### src/rtl/seq_pattern_gen.sv
// ---------------------------------------------------------------------------
// seq_pattern_gen
//
// Serialises a WIDTH-bit pattern MSB first, repeated a programmable number of
// times, with an optional early stop honoured at the next pattern boundary.
//
// Build option:
//   SEQ_GAP_EN  when defined, one idle cycle (out_o=0, out_valid_o=0,
//               busy_o=1) is inserted between consecutive repetitions.
//               Undefined (default): repetitions are contiguous.
//
// Ports:
//   clk_i        clock, all state updates on the rising edge
//   rst_i        synchronous active-high reset
//   start_i      start request, honoured only in IDLE
//   pattern_i    pattern to serialise, captured on an accepted start
//   reps_i       repetition count, captured on an accepted start
//   stop_i       end after the pattern currently being sent
//   out_o        serial data (0 whenever out_valid_o is low)
//   out_valid_o  out_o carries a pattern bit
//   busy_o       controller is not idle
//   done_o       one-cycle completion pulse
//
// All outputs are registered from the current state, so they trail the
// state register by one cycle: the first bit is visible one cycle after the
// SHIFT state is entered, and done_o is visible the cycle after DONE.
//
// state | meaning
// IDLE  | waiting for start_i; stop latch held clear
// SHIFT | emitting one pattern bit per cycle
// GAP   | single spacer cycle between repetitions (SEQ_GAP_EN only)
// DONE  | single completion cycle, then back to IDLE
// ---------------------------------------------------------------------------
module seq_pattern_gen #(
    parameter int WIDTH = 4,
    parameter int CNTW  = 4
) (
    input  logic             clk_i,
    input  logic             rst_i,
    input  logic             start_i,
    input  logic [WIDTH-1:0] pattern_i,
    input  logic [CNTW-1:0]  reps_i,
    input  logic             stop_i,
    output logic             out_o,
    output logic             out_valid_o,
    output logic             busy_o,
    output logic             done_o
);

    localparam int BW = (WIDTH > 1) ? $clog2(WIDTH) : 1;
    localparam logic [BW-1:0]   LAST_BIT = BW'(WIDTH - 1);
    localparam logic [CNTW-1:0] ONE_REP  = CNTW'(1);

    typedef enum logic [1:0] {
        S_IDLE  = 2'd0,
        S_SHIFT = 2'd1,
`ifdef SEQ_GAP_EN
        S_GAP   = 2'd2,
`endif
        S_DONE  = 2'd3
    } state_t;

    state_t           state_q, state_d;
    logic [WIDTH-1:0] shreg_q, shreg_d;
    logic [WIDTH-1:0] pat_q,   pat_d;
    logic [CNTW-1:0]  rem_q,   rem_d;
    logic [BW-1:0]    bit_q,   bit_d;
    logic             stop_q,  stop_d;
    logic             out_q,   out_d;
    logic             valid_q, valid_d;
    logic             busy_q,  busy_d;
    logic             done_q,  done_d;

    // A stop seen in the same cycle as the last bit counts as pending too.
    logic stop_pend;
    assign stop_pend = stop_q | stop_i;

    always_comb begin
        state_d = state_q;
        shreg_d = shreg_q;
        pat_d   = pat_q;
        rem_d   = rem_q;
        bit_d   = bit_q;
        stop_d  = stop_q;
        out_d   = 1'b0;
        valid_d = 1'b0;
        busy_d  = (state_q != S_IDLE);
        done_d  = (state_q == S_DONE);

        case (state_q)
            S_IDLE: begin
                stop_d = 1'b0;
                if (start_i) begin
                    if (reps_i != '0) begin
                        shreg_d = pattern_i;
                        pat_d   = pattern_i;
                        rem_d   = reps_i;
                        bit_d   = '0;
                        state_d = S_SHIFT;
                    end else begin
                        state_d = S_DONE;
                    end
                end
            end

            S_SHIFT: begin
                out_d   = shreg_q[WIDTH-1];
                valid_d = 1'b1;
                stop_d  = stop_pend;
                shreg_d = {shreg_q[WIDTH-2:0], 1'b0};
                bit_d   = bit_q + BW'(1);
                if (bit_q == LAST_BIT) begin
                    bit_d = '0;
                    if ((rem_q > ONE_REP) && !stop_pend) begin
                        rem_d   = rem_q - ONE_REP;
                        shreg_d = pat_q;
`ifdef SEQ_GAP_EN
                        state_d = S_GAP;
`else
                        state_d = S_SHIFT;
`endif
                    end else begin
                        state_d = S_DONE;
                    end
                end
            end

`ifdef SEQ_GAP_EN
            // The next repetition was already committed when GAP was
            // entered, so a stop seen here is latched and ends the
            // transmission after that repetition; this keeps a gap from
            // ever trailing the final repetition.
            S_GAP: begin
                stop_d  = stop_pend;
                state_d = S_SHIFT;
            end
`endif

            S_DONE: begin
                stop_d  = 1'b0;
                state_d = S_IDLE;
            end

            default: begin
                state_d = S_IDLE;
            end
        endcase
    end

    always_ff @(posedge clk_i) begin
        if (rst_i) begin
            state_q <= S_IDLE;
            shreg_q <= '0;
            pat_q   <= '0;
            rem_q   <= '0;
            bit_q   <= '0;
            stop_q  <= 1'b0;
            out_q   <= 1'b0;
            valid_q <= 1'b0;
            busy_q  <= 1'b0;
            done_q  <= 1'b0;
        end else begin
            state_q <= state_d;
            shreg_q <= shreg_d;
            pat_q   <= pat_d;
            rem_q   <= rem_d;
            bit_q   <= bit_d;
            stop_q  <= stop_d;
            out_q   <= out_d;
            valid_q <= valid_d;
            busy_q  <= busy_d;
            done_q  <= done_d;
        end
    end

    assign out_o       = out_q;
    assign out_valid_o = valid_q;
    assign busy_o      = busy_q;
    assign done_o      = done_q;

endmodule

### config.mk
export PLATFORM = sky130hd
export DESIGN_NAME = seq_pattern_gen
export DESIGN_NICKNAME = d
export VERILOG_FILES = /design/src/rtl/seq_pattern_gen.sv
export SDC_FILE = /design/constraint.sdc
export NUM_CORES = 1
export LEC_CHECK = 0
export CORE_UTILIZATION = 31
export DETAILED_ROUTE_END_ITERATION = 10
export DONT_BUFFER_PORTS = 1
export PLACE_DENSITY_LB_ADDON = 0.25
export SLEW_MARGIN = 25
export SYNTH_ARGS = -nofsm -noshare
export SYNTH_HDL_FRONTEND = slang
export SYNTH_SLANG_ARGS = --single-unit
export TNS_END_PERCENT = 50
### constraint.sdc
create_clock -name clk_i -period 5.82 [get_ports clk_i]
set_clock_uncertainty 0.15 [all_clocks]
set_input_delay 0.582 -clock clk_i [delete_from_list [all_inputs] [get_ports clk_i]]
set_output_delay 0.582 -clock clk_i [all_outputs]
set_load 0.02 [all_outputs]
# Word level (Yosys, flattened, before mapping)
# Cells that the tools add are included.
# word_totals
register_bits	21
out_inout_bits	4
wordCells	56
# classes
addsub	2
magnitude_cmp	1
eq_ne	7
muxes	21
bitwise_logic	2
n_reduce_logical	13
# ops
operator	n
$mux 4	8
$pmux 4 s2	2
$mux 2	7
$ne 2x2->1 const B	4
$pmux 2 s2	2
$reduce_and 3->1	2
$reduce_bool 2->1	3
$reduce_and 5->1	1
$eq 2x2->1 const B	2
$gt 4x1->1 const B	1
$reduce_bool 4->1	1
$reduce_or 2->1	2
$sub 4x1->4 const B	1
$add 2x1->2 const B	1
$eq 2x1->1 const B	1
$logic_not 2->1	1
$pmux 1 s2	1
$reduce_and 2->1	1
$logic_and 1x1->1	1
$logic_not 1->1	1
$mux 1	1
$not 1->1	1
$or 1x1->1	1

# Longest topological paths before layout
# Gate-level depths: netlist (run 1).
# logic_depth
ltp_word	6
mapped_depth	8

# Least setup slack after synthesis (run 1)
# Ideal clock, no wire load.
# synth_timing
path_kind	register -> register
start	register state_q[0]
end	register rem_q[0]
setup_ps	119
t_arrival_ps	1669
setup_slack_ps	3883
stages_incl_launch_ff	8
cell_sequence	dfxtp_1 > inv_1 > ha_1 > buf_6 > nor2b_1 > a2111o_1 > a21o_1 > o221a_2
# synth_between
elab_chain_len	3
elab_cells_between_ends	9
# synth_lines
element	line_no	rtl
start: declaration	63	state_t state_q, state_d;
start signal: assignment	163	state_q <= state_d;
$eq 2x1->1 / $logic_not 2->1 (equally long branches)	90	case (state_q)
$ne 2x2->1 (no source line) / $reduce_bool 2->1 (equally long branches)	--	
$reduce_and 5->1 (no source line)	--	
end signal: assignment	166	rem_q <= rem_d;
end: declaration	66	logic [CNTW-1:0] rem_q, rem_d;
# Several ways; a longest one is shown, not always the timed one.
# A chain may end at the register's enable or synchronous reset.

# Final worst setup path (run 1)
# layout_timing
start	register state_q[1]
end	register shreg_q[1]
# layout_between
elab_chain_len	3
elab_cells_between_ends	7
# layout_lines
element	line_no	rtl
$eq 2x1->1 / $logic_not 2->1 (equally long branches)	90	
$reduce_bool 2->1 (no source line) / $ne 2x2->1 (equally long branches)	--	
$reduce_and 3->1 (no source line)	--	
end signal: assignment	164	shreg_q <= shreg_d;
end: declaration	64	logic [WIDTH-1:0] shreg_q, shreg_d;
# Several ways; a longest one is shown, not always the timed one.

==> run summary, run 1 <==
Cell Rows = 21
Leak = 0.4528 nW
Routed WL = 2338 µm
Distinct cells, synth = 33
DRT antenna net count = 0
via count = 906
critical-path cell list = inv_1 -> ha_1 -> inv_1 -> o22ai_1 -> nand2b_1 -> o32ai_1
GRT Total Usage = 13.58%
full die area = 0.003898 mm²
simple-gate share of the synthesized area = 18.12%
post-synth design cell area = 0.001132 mm²
initial antenna violation count = 0
die width = 62.44 µm
Post-DP Area = 0.001134 mm²
Startpoint Class = flip-flop
layout cells sized above 1 = 5.512%
Fmax = 429.6 MHz
vias in the first global route = 917
pwr dens = 510.2 mW/mm²
GP Congestion = 0.7967
post-synth top area cell = dfxtp_1
Peak VDD IR = 140.9 µV
buffer and inverter count on the worst path = 2
Fillers = 359
crit-path max cell delay = 520 ps
Setup Crit Path Kind = reg2reg
DRC Markers = 0
fin area = 0.001161 mm²
Die Span Y = 62.44 µm
clock slew at reported path FFs = 130 ps
global-route wire length before repair = 4174 µm
Yosys reg bits = 21
post-synthesis sequential area ratio = 37.13%
Final Setup Violations = 0
Post-Synth Adder-Cell Area = 7.735%
Post-Syn Instances = 129
critical path capture point type = flip-flop
CTS H-tree depth = 1
WP data arrival = 2400 ps
Period minus WS final = 2328 ps
HP Class = in2reg
RSZ-0062 raised after global routing = no
DRT Pass-1 Iters = 4
CORE AREA = 0.003416 mm²
initial drt markers = 44
Synth area leaders = dfxtp_1 (37%), ha_1 (7.7%), nor2_1 (5.3%), a211oi_1 (4.6%), mux2i_1 (3.5%)
largest net degree at the start of global routing = 20
# IOs = 16
Fin Setup TNS = 0 ps
Setup Buffers After CTS = 0
post-synth top area share = 37.13%
Synth Warn # = 0
Max stage delay cell, worst path = ha_1
CTS Hold Bufs = 0
Slew Viols, Final = 0
total CTS buffers = 3
Top Family by Delay on Critical Path = compound AO/OA/AOI/OAI gates
max-cap violations = 0
Antenna Cells = 0
Final Non-Filler Cells = 173
Final Hold Viols = 0
Critical Path RT = 5890 ps
Initial Util = 33.15%
# nets final = 147
mux cell area share after synthesis = 3.536%
xor/xnor cell area share of the yosys netlist = 0%
period utilization = 39.99%
Final HPWL DP = 1711 µm
Num Clock Sinks = 21
run status = complete, no violations
Crit Path Max Fanout = 19
Routed WL per cell = 13.51 µm
Port-buffer cells = 0
Max Root-Sink Buffers = 2
Slew HR = 62.19%
Post-CTS Resized = 0
largest family of logic cells by synthesized area = compound AO/OA/AOI/OAI gates
Worst Tran Pin Value = 567.2 ps
Skew-Pair Late Insertion Delay = 320 ps
Avg Cell Area, Syn = 8.778 µm²
placed instance count = 169
CTS root buffer = clkbuf_4
Avg Vias per Cell = 5.237
cell mode on critical path = inv_1
post-synthesis compound-gate area fraction = 25.19%
Net Count, Synth = 148
CTS tree = yes
synthesis-to-finish area growth = 2.541%
GRT overflow = 0
==> cells in the final DEF, fill, tap and decap left out <==
master     Yosys  final
dfxtp_1       21     21
nor2_1        16     16
inv_1         10     10
nand2_1       10     10
a211oi_1       7      7
ha_1           7      7
a21oi_1        5      5
nor3_1         5      5
nand2b_1       5      5
o21ai_0        5      5
mux2i_1        4      4
nor2b_1        3      3
a22oi_1        3      3
o22ai_1        3      3
o32ai_1        3      3
clkbuf_4       0      3
o211ai_1       2      2
a32oi_1        2      2
or2_1          1      1
o21ai_1        1      1
nor4_4         1      1
a2111o_1       1      1
a21o_2         1      1
a21o_1         1      1
o221a_2        1      1
o211a_1        1      1
a2bb2oi_1      1      1
o2111a_1       1      1
o221ai_1       1      1
nand3_1        1      1
clkinv_2       0      1
==> per-stage QoR <==
stage	total power [mW]	worst slack, ps	utilization, %	hold WS, ps
after global placement	0.5234	3547	33.19	300.0
after floorplan	0.4925	3883	-	273.6
final	0.5924	3492	33.99	164.6
after CTS	0.5993	3473	33.99	153.3
after global routing	0.6574	3237	33.99	146.4
after detailed placement	0.5224	3501	33.19	307.7
==> final timing paths <==
kind,slack (ps),start,depth (start not counted),endpoint
max,3490,state_q[1]$_SDFFE_PP0P_,6,shreg_q[1]$_SDFFE_PP0P_
min,160,rst_i,1,pat_q[1]$_SDFFE_PP0P_
max reg2reg,3490,state_q[1]$_SDFFE_PP0P_,6,shreg_q[1]$_SDFFE_PP0P_
min reg2reg,320,shreg_q[3]$_SDFFE_PP0P_,2,out_o$_SDFF_PP0_
==> layer usage <==
layer | share of wire (%) | vias up | GRT usage, %
met5 | 0 | - | 0
met4 | 2.3 | 0 | 7.267
met3 | 5.8 | 5 | 3.650
met2 | 46 | 23 | 21.74
met1 | 46 | 421 | 16.50
li1 | - | 457 | -
==> logic make-up (layout without fill, tap and decap cells) <==
kind of cell,Yosys count,after routing
DFF,21,21
muxes,4,4
and+or+nand+nor,42,42
adders and majority gates,7,7
buffers and inverters,16,14
AOI/OAI and AO/OA,39,39
==> report_power, final <==
group | switching [mW] | internal [mW]
clock network | 0.0481 | 0.0257
logic | 0.176 | 0.117
registers | 0.0347 | 0.191
==> Yosys cell counts <==
master / number
ha_1: 7
nand2_1: 10
o211ai_1: 2
or2_1: 1
dfxtp_1: 21
buf_6: 3
o221a_2: 1
o22ai_1: 3
a211oi_1: 7
a32oi_1: 2
a21o_2: 1
o221ai_1: 1
o21ai_0: 5
nand2b_1: 5
nor2_1: 16
nand3_1: 1
a2111o_1: 1
buf_2: 1
o21ai_1: 1
nor4_4: 1
o211a_1: 1
nor3_1: 5
a2bb2oi_1: 1
a21oi_1: 5
a21o_1: 1
o32ai_1: 3
clkbuf_8: 1
mux2i_1: 4
inv_1: 10
o2111a_1: 1
a22oi_1: 3
nor2b_1: 3
clkbuf_1: 1
==> final cells by class <==
cell class | instances | area, µm² | area share (%)
multi-input combinational | 92 | 618.1 | 53.23
sequential | 21 | 420.4 | 36.21
tap | 46 | 57.56 | 4.957
inverter | 10 | 37.54 | 3.233
clock buffer | 3 | 22.52 | 1.940
clock inverter | 1 | 5.005 | 0.4310
==> worst register-to-register path: stages, from the launching register on <==
cell	delay, ps
dfxtp_1	360
inv_1	90
ha_1	520
inv_1	370
o22ai_1	440
nand2b_1	220
o32ai_1	100
==> state kept, by name, indices dropped and copies added, names as in the netlist <==
| register | flops |
|---|---|
| pat_q | 4 |
| rem_q | 4 |
| shreg_q | 4 |
| bit_q | 2 |
| state_q | 2 |
| busy_o | 1 |
| done_o | 1 |
| out_o | 1 |
| out_valid_o | 1 |
| stop_q | 1 |
No activity file was read; power rests on OpenSTA's default activity.
==> run 2: changes to the inputs <==
--- a/config.mk
+++ b/config.mk
@@ -5,6 +5,7 @@
 export SDC_FILE = /design/constraint.sdc
 export NUM_CORES = 1
 export LEC_CHECK = 0
+export ABC_AREA = 1
 export CORE_UTILIZATION = 31
 export DETAILED_ROUTE_END_ITERATION = 10
 export DONT_BUFFER_PORTS = 1
==> constraint.sdc (replaced) <==
create_clock -name clk_i -period 1.99 [get_ports clk_i]
set_clock_uncertainty 0.15 [all_clocks]
set_input_delay 0.199 -clock clk_i [delete_from_list [all_inputs] [get_ports clk_i]]
set_output_delay 0.199 -clock clk_i [all_outputs]
set_load 0.02 [all_outputs]
==> run 2 against run 1 <==
Compared with the run above: flip-flop and latch count did not move; global-route usage fell by 0.25 points; critical path type unchanged; largest cell class unchanged; worst hold slack got worse by 160 ps; cell area rose by 8.8%; register-to-register slack got worse by 3300 ps.
==> run summary, run 2 <==
critical path capture point type = flip-flop
Hold EP = pat_q[1]$_SDFFE_PP0P_
DRT Pass-1 Iters = 4 (unchanged)
biggest regs = pat_q: 4 flops, rem_q: 4 flops, shreg_q: 4 flops
Yosys reg bits = 21 (unchanged)
# nets final = 196 (+33%)
Critical Path RT = 1990 ps (-3900 ps)
Setup Buffers After CTS = 0 (unchanged)
die width = 62.71 µm (+0.43%)
Final Hold Viols = 0 (unchanged)
pre-CTS setup slack = 233.4 ps (-3267 ps)
via count = 978 (+7.9%)
most frequent cells in the layout = nand2_1 (41), inv_1 (28), nor2_1 (24)
r2r startpoint = state_q[1]$_SDFFE_PP0P_
post-synth top area cell = dfxtp_1
Routed WL per cell = 10.79 µm (-20%)
GRT Total Usage = 13.33% (-0.25 points)
Distinct cells, synth = 21 (-36%)
Max stage delay cell, worst path = dfxtp_1
most frequent cell after synthesis = nand2_1
Net Count, Synth = 190 (+28%)
Avg Vias per Cell = 4.405 (-16%)
Max Root-Sink Buffers = 2 (unchanged)
Leak = 0.6317 nW (+40%)
full die area = 0.003932 mm² (+0.87%)
Post-Syn Instances = 171 (+33%)
most common cell after layout, fill and taps aside = nand2_1
Period minus WS final = 1778 ps (-549.2 ps)
pwr dens = 1397 mW/mm² (+170%)
Setup Crit Path Kind = reg2reg
GP Congestion = 0.7818 (-1.9%)
largest net degree at the start of global routing = 13 (-35%)
Final HPWL DP = 1798 µm (+5.1%)
Num Clock Sinks = 21 (unchanged)
Post-Synth Adder-Cell Area = 7.667% (-0.068 points)
vias in the first global route = 937 (+2.2%)
Port-buffer cells = 0 (unchanged)
run status = complete, no violations
post-synth design cell area = 0.001142 mm² (+0.88%)
post-synthesis sequential area ratio = 36.80% (-0.33 points)
Synth area leaders = dfxtp_1 (37%), nand2_1 (13%), inv_1 (9.2%), nor2_1 (7.9%), ha_1 (7.7%)
WHS Path Cells = 2 (+1)
Fin Setup TNS = 0 ps (unchanged)
Routed WL = 2396 µm (+2.5%)
period utilization = 89.37% (+49 points)
Worst Tran Pin Value = 373.5 ps (-193.6 ps)
xor/xnor cell area share of the yosys netlist = 0% (unchanged)
layout cells sized above 1 = 7.386% (+1.9 points)
critical-path cell list = inv_1 -> ha_1 -> nor2_2 -> a21oi_1 -> nand2_1 -> o21ai_0 -> nor2_1
synthesis-to-finish area growth = 10.62%
Antenna Cells = 0 (unchanged)
total CTS buffers = 3 (unchanged)
dominant synthesized flop cell = dfxtp_1
mux cell area share after synthesis = 0% (-3.5 points)
initial antenna violation count = 0 (unchanged)
Slew Viols, Final = 0 (unchanged)
Cell Rows = 21 (unchanged)
post-synth top area share = 36.80% (-0.33 points)
DRC Markers = 0 (unchanged)
Initial Util = 33.19% (+0.038 points)
simple-gate share of the synthesized area = 33.63% (+16 points)
Skew-Pair Late Insertion Delay = 260 ps (-60 ps)
initial drt markers = 62 (+41%)
Synth Warn # = 0 (unchanged)
Peak VDD IR = 574.5 µV (+310%)
r2r setup slk = 210 ps (-3280 ps)
CORE AREA = 0.003442 mm² (+0.77%)
max-cap violations = 0 (unchanged)
CTS H-tree depth = 1 (unchanged)
global-route wire length before repair = 4209 µm (+0.84%)
source of the worst hold timing path = pattern_i[1]
Final Setup Violations = 0 (unchanged)
RSZ-0062 raised after global routing = no
post-synthesis compound-gate area fraction = 9.529% (-16 points)
CTS tree = yes
Avg Cell Area, Syn = 6.680 µm² (-24%)
CTS root buffer = clkbuf_8
Startpoint Class = flip-flop
R2R depth = 7 (+1)
Crit Path Max Fanout = 11 (-8)
Synth top cells by count = nand2_1 (41), inv_1 (28), nor2_1 (24)
Worst Slack Setup Final = 211.5 ps (-3281 ps)
FFs w/ async S/R, synth = 0% (unchanged)
clock slew at reported path FFs = 80 ps (-50 ps)
Fmax = 562.3 MHz (+31%)
Slew HR = 75.01% (+13 points)
DRT antenna net count = 0 (unchanged)
largest family of logic cells by synthesized area = simple AND/OR/NAND/NOR gates
HP Class = in2reg
crit-path max cell delay = 340 ps (-180 ps)
Worst R2R End = bit_q[0]$_SDFFE_PP0P_
WHS = 1.213 ps (-163.4 ps)
# IOs = 16 (unchanged)
GRT overflow = 0 (unchanged)
Die Span Y = 62.71 µm (+0.43%)
WP data arrival = 1780 ps (-620 ps)
EDFF count, synth = 0 (unchanged)
[run 2: cell count changes in the layout (fill, tap and decap cells not counted), sizes merged, moves of 5 or more]
| cell | delta |
|---|---|
| a21oi | +9 |
| nand3 | +11 |
| a211oi | -7 |
| nand2b | -5 |
| inv | +19 |
| nand2 | +33 |
| nor2 | +11 |
[run 2: repair_timing]
action	CTS	global route
gates resized for setup	0	0
hold buffers	4	0
endpoints found under the hold margin	12	0
[run 2: metrics by stage]
| stage | utilization [%] | area, µm² | power (mW) | instances |
|---|---|---|---|---|
| floorplan | - | 1142 | 1.343 | 171 |
| global placement | 34.24 | 1179 | 1.457 | 214 |
| finish | 36.71 | 1264 | 1.766 | 222 |
| global route | 36.71 | 1264 | 1.951 | 222 |
| detailed placement | 34.24 | 1179 | 1.481 | 214 |
| CTS | 36.71 | 1264 | 1.777 | 222 |
[run 2: layout make-up]
type | instances | area, µm²
clock buffers | 4 | 45.04
fillers | 367 | 2178
inverters | 30 | 112.6
multi-input cells | 116 | 580.6
flip-flops and latches | 21 | 420.4
well taps | 46 | 57.56
repair buffers | 5 | 47.55
[run 2: kinds of logic after synthesis]
kind of cell / after synthesis
AOI/OAI and AO/OA: 21
adders and majority gates: 7
buffers and inverters: 34
DFF: 21
and+or+nand+nor: 88
[run 2: worst max-delay path: cells and delay by family, from the launching register on]
family,cells,cell delay (ps)
fa+ha+maj,1,330
simple gates,3,380
flops,1,340
compound gates,2,380
buf+inv,1,100
[run 2: where the power goes]
group	internal, mW	leakage (nW)	total, mW	switching, mW
Sequential	0.553	0.173	0.640	0.0867
Combinational	0.285	0.436	0.840	0.555
Clock	0.143	0.0228	0.286	0.144
Total	0.981	0.632	1.77	0.785
[run 2: layer usage]
metal  global-route usage, %  wire [µm]  vias to the layer above
li1                        -          -                      539
met1                   17.30       1222                      423
met2                   21.60       1047                       12
met3                   3.102         97                        4
met4                   4.360         29                        0
met5                       0          0                        -
[run 2: worst max path at each step]
stage                                        from                     to  slack (ps)  cells after the start
after CTS                 state_q[1]$_SDFFE_PP0P_  bit_q[0]$_SDFFE_PP0P_         210                      7
after detailed placement  state_q[1]$_SDFFE_PP0P_  bit_q[0]$_SDFFE_PP0P_         230                      7
after floorplan           state_q[0]$_SDFFE_PP0P_  rem_q[0]$_SDFFE_PP0P_         500                      8
final                     state_q[1]$_SDFFE_PP0P_  bit_q[0]$_SDFFE_PP0P_         210                      7
after global placement      rem_q[0]$_SDFFE_PP0P_  rem_q[0]$_SDFFE_PP0P_         300                     11
after global routing      state_q[1]$_SDFFE_PP0P_  bit_q[1]$_SDFFE_PP0P_          20                      8
==> run 3: changes to the inputs <==
--- a/config.mk
+++ b/config.mk
@@ -6,6 +6,8 @@
 export NUM_CORES = 1
 export LEC_CHECK = 0
 export ABC_AREA = 1
+export CELL_PAD_IN_SITES_DETAIL_PLACEMENT = 0
+export CELL_PAD_IN_SITES_GLOBAL_PLACEMENT = 1
 export CORE_UTILIZATION = 31
 export DETAILED_ROUTE_END_ITERATION = 10
 export DONT_BUFFER_PORTS = 1
==> run 3 against run 2 <==
Compared with the run above: combinational power is 0.8% higher; largest cell class unchanged; global-route usage increased by 0.27 points; total power rose by 0.17%; highest routed layer unchanged; non-clock buffer count shrank 1; utilization fell by 0.29 points; setup slack got worse by 22 ps; clock power decreased by 2%; clock-buffer cell count is the same; first-iteration DRC count down 32%; cell count down 0.45%; the run now ends with hold timing left.
==> run summary, run 3 (synthesis results as in run 2) <==
run status = finished, violations left
failing checks = hold timing
pwr dens = 1411 mW/mm² (+0.97%)
Routed WL per cell = 11.34 µm (+5.1%)
initial drt markers = 42 (-32%)
global-route wire length before repair = 4243 µm (+0.81%)
Slew Viols, Final = 0 (unchanged)
DRT antenna net count = 0 (unchanged)
Final Hold Viols = 1 (+1)
largest net degree at the start of global routing = 13 (unchanged)
CTS root buffer = clkbuf_8
Cell Rows = 21 (unchanged)
full die area = 0.003932 mm² (unchanged)
Antenna Cells = 0 (unchanged)
Startpoint Class = flip-flop
r2r setup slk = 190 ps (-20 ps)
Final Non-Filler Cells = 221 (-0.45%)
Final HPWL DP = 1833 µm (+2.0%)
DRT Pass-1 Iters = 4 (unchanged)
HP Class = in2reg
biggest regs = pat_q: 4 flops, rem_q: 4 flops, shreg_q: 4 flops
critical-path cell list = inv_1 -> ha_1 -> nor2_2 -> a21oi_1 -> nand2_1 -> inv_1 -> nand3_1 -> a21oi_1
Period minus WS final = 1801 ps (+22.04 ps)
total CTS buffers = 3 (unchanged)
RSZ-0062 raised after global routing = no
die width = 62.71 µm (unchanged)
GP Congestion = 0.8113 (+3.8%)
Peak VDD IR = 658.8 µV (+15%)
GRT Total Usage = 13.60% (+0.27 points)
Routed WL = 2507 µm (+4.6%)
initial antenna violation count = 0 (unchanged)
# IOs = 16 (unchanged)
Port-buffer cells = 0 (unchanged)
Num Clock Sinks = 21 (unchanged)
vias in the first global route = 920 (-1.8%)
fin area = 0.001254 mm² (-0.79%)
Max stage delay cell, worst path = ha_1
Die Span Y = 62.71 µm (unchanged)
Skew-Pair Late Insertion Delay = 260 ps (about the same)
Crit Path Max Fanout = 11 (unchanged)
Pwr Total = 1.769 mW (+0.17%)
max-cap violations = 0 (unchanged)
clock slew at reported path FFs = 80 ps (about the same)
CTS tree = yes
DRC Markers = 0 (unchanged)
GRT overflow = 0 (unchanged)
CORE AREA = 0.003442 mm² (unchanged)
Final Setup Violations = 0 (unchanged)
layout cells sized above 1 = 7.429% (+0.042 points)
Critical Path RT = 2030 ps (+40 ps)
Slew HR = 74.08% (-0.93 points)
Post-DP Area = 0.001179 mm² (unchanged)
CTS H-tree depth = 1 (unchanged)
critical path capture point type = flip-flop
Fmax = 555.4 MHz (-1.2%)
Fin Setup TNS = 0 ps (unchanged)
Max Root-Sink Buffers = 2 (unchanged)
synthesis-to-finish area growth = 9.748%
crit-path max cell delay = 340 ps (about the same)
Initial Util = 33.19% (unchanged)
WHS = -2.619 ps (-3.832 ps)
Setup Crit Path Kind = reg2reg
placed instance count = 214 (unchanged)
WP data arrival = 1840 ps (+60 ps)
Leak = 0.6275 nW (-0.66%)
Avg Vias per Cell = 4.516 (+2.5%)
period utilization = 90.48% (+1.1 points)
# nets final = 195 (-0.51%)
Worst Tran Pin Value = 387.5 ps (+13.91 ps)
most common cell after layout, fill and taps aside = nand2_1
utilization after layout = 36.42% (-0.29 points)
via count = 998 (+2.0%)
Fillers = 378 (+3.0%)
most frequent cells in the layout = nand2_1 (41), inv_1 (28), nor2_1 (24)
-- run 3: area by class of cell --
| class | instances | area, µm² | area share (%) |
|---|---|---|---|
| timing repair buffer | 4 | 37.54 | 2.994 |
| clock buffer | 4 | 45.04 | 3.593 |
| multi-input combinational | 116 | 580.6 | 46.31 |
| tap | 46 | 57.56 | 4.591 |
| inverter | 30 | 112.6 | 8.982 |
| sequential | 21 | 420.4 | 33.53 |
-- run 3: path summary, 6_finish.rpt --
check                                from                    end  depth (start not counted)
hold reg to reg   shreg_q[3]$_SDFFE_PP0P_       out_o$_SDFF_PP0_                          2
setup / recovery  state_q[1]$_SDFFE_PP0P_  bit_q[1]$_SDFFE_PP0P_                          8
hold / removal               pattern_i[3]  pat_q[3]$_SDFFE_PP0P_                          2
setup reg to reg  state_q[1]$_SDFFE_PP0P_  bit_q[1]$_SDFFE_PP0P_                          8
-- run 3: worst max-delay path, delay by kind of cell (launching register included) --
family          cells  cell delay [ps]
simple gates        3              420
fa+ha+maj           1              340
flops               1              330
compound gates      2              240
buf+inv             2              240
-- run 3: power by group --
| group | switching, mW | internal (mW) |
|---|---|---|
| Sequential | 0.0879 | 0.553 |
| Combinational | 0.561 | 0.286 |
| Clock | 0.139 | 0.142 |
-- run 3: layer usage --
| metal | global-route usage (%) | vias to the layer above | wire (µm) |
|---|---|---|---|
| met4 | 3.488 | 0 | 16 |
| li1 | - | 534 | - |
| met3 | 2.737 | 2 | 87 |
| met5 | 0 | - | 0 |
| met2 | 21.88 | 20 | 1113 |
| met1 | 18.44 | 442 | 1290 |
-- run 3: repair_timing --
item                                   in CTS  in global routing
endpoints found under the hold margin      11                  0
buffers inserted                            0                  0
hold buffers                                3                  0
setup endpoints to repair                   0                  0
gates resized for setup                     0                  0
-- run 3: per-stage QoR --
step	hold WS (ps)	worst slack (ps)
2_1_floorplan	214.2	501.0
3_3_place_gp	120.3	251.7
3_5_place_dp	123.5	197.4
4_1_cts	2.588	187.4
5_1_grt	18.22	34.15
6_report	-2.619	189.5
